$ cat src/rtl/dmem_arbiter.sv
// Two-port arbiter in front of the single-ported data memory: MEM stage (A) has
// priority, the debug/loader port (B) is forced ahead after STARVE_MAX denials.
module dmem_arbiter #(
    parameter int DEPTH_LOG2 = 9,
    parameter int STARVE_MAX = 4
) (
    input  logic                  clk,
    input  logic                  reset,
    input  logic                  a_read,
    input  logic                  a_write,
    input  logic [31:0]           a_addr,
    input  logic [31:0]           a_wdata,
    output logic [31:0]           a_rdata,
    output logic                  a_rvalid,
    output logic                  a_stall,
    input  logic                  b_read,
    input  logic                  b_write,
    input  logic [31:0]           b_addr,
    input  logic [31:0]           b_wdata,
    output logic                  b_gnt,
    output logic [31:0]           b_rdata,
    output logic                  b_rvalid,
    output logic                  mem_read,
    output logic                  mem_write,
    output logic [DEPTH_LOG2-1:0] mem_addr,
    output logic [31:0]           mem_wdata,
    input  logic [31:0]           mem_rdata,
    output logic                  addr_err
);
    localparam int CNT_W = $clog2(STARVE_MAX + 1);

    typedef enum logic [1:0] {OWN_NONE, OWN_A, OWN_B} owner_t;

    owner_t           last_owner;
    logic [CNT_W-1:0] starve_cnt;
    logic             a_req, b_req, a_ok, b_ok, a_gnt;

    function automatic logic addr_valid(input logic [31:0] addr);
        return (addr[1:0] == 2'b00) && (addr[31:DEPTH_LOG2+2] == '0);
    endfunction

    assign a_req = a_read | a_write;
    assign b_req = b_read | b_write;
    assign a_ok  = addr_valid(a_addr);
    assign b_ok  = addr_valid(b_addr);

    // Grants are suppressed while reset is held so nothing reaches the memory.
    assign a_gnt   = !reset && a_req && (!b_req || starve_cnt != CNT_W'(STARVE_MAX));
    assign b_gnt   = !reset && b_req && !a_gnt;
    assign a_stall = !reset && a_req && !a_gnt;

    always_comb begin
        mem_read  = 1'b0;
        mem_write = 1'b0;
        mem_addr  = '0;
        mem_wdata = '0;
        if (a_gnt && a_ok) begin
            mem_read  = !a_write;
            mem_write = a_write;
            mem_addr  = a_addr[DEPTH_LOG2+1:2];
            mem_wdata = a_wdata;
        end else if (b_gnt && b_ok) begin
            mem_read  = !b_write;
            mem_write = b_write;
            mem_addr  = b_addr[DEPTH_LOG2+1:2];
            mem_wdata = b_wdata;
        end
    end

    // last_owner names the port whose read was granted last cycle; it is the rvalid.
    assign a_rvalid = (last_owner == OWN_A);
    assign b_rvalid = (last_owner == OWN_B);

    always_ff @(posedge clk) begin
        if (reset) begin
            a_rdata    <= '0;
            b_rdata    <= '0;
            starve_cnt <= '0;
            addr_err   <= 1'b0;
            last_owner <= OWN_NONE;
        end else begin
            last_owner <= OWN_NONE;
            if (a_gnt && !a_write) begin
                last_owner <= OWN_A;
                a_rdata    <= a_ok ? mem_rdata : '0;
            end
            if (b_gnt && !b_write) begin
                last_owner <= OWN_B;
                b_rdata    <= b_ok ? mem_rdata : '0;
            end
            if ((a_gnt && !a_ok) || (b_gnt && !b_ok))
                addr_err <= 1'b1;
            if (b_req && a_gnt) begin
                if (starve_cnt != CNT_W'(STARVE_MAX))
                    starve_cnt <= starve_cnt + 1'b1;
            end else begin
                starve_cnt <= '0;
            end
        end
    end
endmodule

$ cat config.mk
export PLATFORM = sky130hd
export DESIGN_NAME = dmem_arbiter
export DESIGN_NICKNAME = d
export VERILOG_FILES = /design/src/rtl/dmem_arbiter.sv
export SDC_FILE = /design/constraint.sdc
export NUM_CORES = 1
export LEC_CHECK = 0
export CORE_AREA = 2 2 109 111
export CTS_CLUSTER_DIAMETER = 120
export DETAILED_ROUTE_END_ITERATION = 16
export DIE_AREA = 0 0 111 113
export MAX_ROUTING_LAYER = met4
export PLACE_DENSITY = 0.77
export RECOVER_POWER = 50
export SYNTH_ARGS = -nofsm -noshare
export SYNTH_HDL_FRONTEND = slang
export SYNTH_SLANG_ARGS = --single-unit
$ cat constraint.sdc
create_clock -name clk -period 4.2 [get_ports clk]
set_input_delay 0.84 -clock clk [delete_from_list [all_inputs] [get_ports clk]]
set_output_delay 0.84 -clock clk [all_outputs]
set_load 0.01 [all_outputs]
==> impl_results.md <==
* Outcome: finished, violations left
* Violated checks: capacitance limit, slew limit
* Grt total ovfl at 0
* Sequential share of power at 38.3%
* R2R Setup Slk at 1.46 ns
* Net Sw Power at 388 uW
* Initial core utilization at 32.2%
* Post-synthesis area per instance at 9.97 um^2
* Die width at 111 um
* Core box area at 11300 um^2
* Hpwl dp at 14.6 mm
* All-layer global routing usage at 28.7%
* Die ar. at 12500 um^2
* Clock latency on the worst-skew pair at 0.33 ns
* I/O pin cnt at 278
* Clk buf depth at 2
* Worst Tran Pin Value at 1.60 ns
* Filler cells at 982
* Mapped Cells at 364
* Final worst path period share at 97.3%
* DRT antenna net count at 0
* Seq cells post-synth at 70
* RePlAce Congestion at 1.06
* Vias in the first global route at 4130
* First-pass iteration count of the detailed router at 4
* Worst Path Arrival at 3.25 ns
* DRC at 0
* Worst-path clk slew at 0.06 ns
* Average wire per standard cell at 23.2 um
* Pins Over Slew Limit at 66
* Seq/Total Area, Yosys at 38.6%
* Multi-input logic area at 2000 um^2
* Critical path launch point type: primary input
* Syn Std Cell Area at 3630 um^2
* Worst Hold Class: register to register
* Buffers on Ports at 277
* Power, Total at 1.75 mW
* CP Max Fanout at 17
* Initial antenna violation count at 1
* DR vias at 4006
* Mapped Nets at 532
* CTS tree: done
* Max-cap violation count at 1
* P per Cell Area at 258 nW/um^2
* Die Y-Extent at 113 um
* Syn. warnings at 0
* CTS sink count at 70
* CP Data Required Time at 3.36 ns
* P_leak at 2.62 nW
* Hold depth at 1
* VDD IR max at 0.000264 V
* Tmin final at 4.09 ns
* H-Tree Depth at 3
* Seq. cell area at 1400 um^2
* Max Clk Rate at 245 MHz
* Final setup skew at 0.00744 ns
* Hold Fails Final Rpt at 0
* Reg2reg path depth at 7
* Row count at 39
* Final core occ at 60.1%
* Largest net degree at the start of global routing at 72
* Post-synth cell types at 33
* Launching point of the worst reg2reg path: starve_cnt[0]
* Clock share of power at 47.7%
* Comb power frac at 13.9%
* Vias per cell at 5.20
* Clock root buffer: clkbuf_16
* P_int at 1.36 mW
* Setup-failing EPs final at 0
* Critical Path Sink Type: output port
* WL final at 17.9 mm
* Kind of critical path: primary input to output port
* Rel. slew slack at -6.55%
* Layout cells sized above 1 at 10.2%
* WHS at 0.461 ns
* End of the worst hold path: starve_cnt[0]
* First-pass GRT wire length at 26.1 mm
* FF-to-FF End: b_rdata[5]
* Switch share at 22.3%
* Syn-to-layout area delta at 86.8%
* Worst hold start: starve_cnt[0]
* RSZ-0062 raised after global routing: true
* CTS buffer count at 9
* First DRT Iteration DRCs at 314
* NumNets Final at 790
==> through the flow <==
stage	std cells	setup TNS (ns)	setup WS, ns	area, um^2
finish	771	0	0.112	6780
global route	771	-0.00991	-0.00375	6780
CTS	770	0	0.0543	6780
detailed placement	754	-0.0297	-0.0297	6440
global placement	754	-0.478	-0.0996	6440
floorplan	364	0	1.31	3630
==> sequential cells by signal, indices dropped and copies added, names as in the netlist <==
name and flops:
a_rdata 32, starve_cnt 3, addr_err 1, last_owner 2, b_rdata 32
==> Yosys cell counts <==
master / n / area, um^2
o31ai_1: 35 / 263
nand2b_1: 32 / 200
a2bb2oi_1: 1 / 8.76
o31ai_2: 29 / 363
o22ai_1: 1 / 6.26
nor3_1: 3 / 15.0
or2_1: 2 / 12.5
or4b_4: 1 / 13.8
nor2_1: 7 / 26.3
dfxtp_1: 70 / 1400
or3_1: 1 / 6.26
and4b_1: 1 / 10.0
o21ba_2: 1 / 10.0
inv_1: 5 / 18.8
clkbuf_1: 17 / 63.8
nand3_1: 1 / 5.00
ha_1: 2 / 25.0
buf_4: 1 / 7.51
o21ai_0: 1 / 5.00
o32ai_1: 1 / 8.76
nor3_2: 2 / 20.0
nand3b_1: 64 / 480
nor2b_1: 2 / 12.5
buf_6: 8 / 90.1
nand4_1: 2 / 12.5
nand2_1: 4 / 15.0
mux2i_1: 1 / 10.0
nor4_1: 10 / 62.6
a22o_1: 42 / 368
buf_1: 2 / 7.51
nor3b_1: 1 / 7.51
o211ai_1: 1 / 7.51
buf_2: 13 / 65.1
==> cell families (layout without fill, tap and decap cells) <==
kind of cell             after synthesis  after routing  synth area share, %
AO/OA/AOI/OAI                        112            112                 28.7
adder cells (fa/ha/maj)                2              2                0.690
buffers and inverters                 46            309                 6.97
flip-flops                            70             70                 38.6
multiplexers                           1              1                0.276
other                                  0              1                    0
AND/OR/NAND/NOR                      133            133                 24.8
==> critical path, cell delays in order <==
cell and delay (ns):
clkdlybuf4s50_1 0.60, nor2_1 0.10, or3_1 0.41, nor3_4 0.21, buf_4 0.26, a22o_1 0.20
clkdlybuf4s50_1 0.62
==> final cells by class <==
| class | count | area share (%) |
|---|---|---|
| well taps | 143 | 2.64 |
| repair buffers | 288 | 42.0 |
| inverters | 5 | 0.277 |
| clock inverters | 7 | 1.55 |
| clock buffers | 9 | 3.32 |
| flip-flops and latches | 70 | 20.7 |
| multi-input cells | 248 | 29.5 |
| diodes | 1 | 0.0369 |
==> routing by layer <==
| metal | up-vias | GRT usage [%] | part of all wire [%] |
|---|---|---|---|
| met3 | 31 | 7.55 | 7.7 |
| li1 | 1903 | - | - |
| met2 | 185 | 47.4 | 49 |
| met4 | 0 | 12.0 | 3.7 |
| met5 | - | - | 0 |
| met1 | 1887 | 33.2 | 40 |
==> worst max path at each step <==
stage / startpoint / endpoint / cells past startpoint
finish: b_write / mem_wdata[10] / 7
global route: b_write / mem_write / 7
floorplan: reset / mem_addr[0] / 5
detailed placement: a_addr[27] / mem_wdata[16] / 7
global placement: a_addr[27] / mem_wdata[16] / 7
CTS: b_write / mem_wdata[16] / 7
==> cells in the final DEF, fill, tap and decap left out, types with 2 or more instances in the layout <==
cell type / netlist / routed
clkdlybuf4s50_1: 0 / 208
dfxtp_1: 70 / 70
dlygate4sd3_1: 0 / 67
nand3b_1: 64 / 64
a22o_1: 42 / 41
o31ai_1: 35 / 35
nand2b_1: 32 / 32
o31ai_2: 29 / 29
nor4_1: 10 / 9
clkbuf_16: 0 / 9
buf_4: 1 / 9
nor2_1: 7 / 7
inv_1: 5 / 5
nand2_1: 4 / 4
nor3_1: 3 / 3
nand4_1: 2 / 2
nor3_4: 0 / 2
nor2b_1: 2 / 2
ha_1: 2 / 2
inv_6: 0 / 2
bufinv_16: 0 / 2
clkbuf_2: 0 / 2
==> power groups by stage <==
stage               logic (mW)  registers [mW]  clock network (mW)
finish                   0.243           0.669               0.833
CTS                      0.245           0.669               0.848
global placement         0.244           0.683                   0
floorplan               0.0575           0.684                   0
global route             0.258           0.669               0.875
detailed placement       0.243           0.684                   0
==> repair_timing <==
item                                    CTS  global route
resized for setup                         1             2
endpoints found under the setup margin    1             4
endpoints found under the hold margin     0             0
hold buffers                              0             0
pin swaps                                 0             1
cloned                                    0             0
buffers inserted                          0             0
Power figures use the tool's default switching activity.
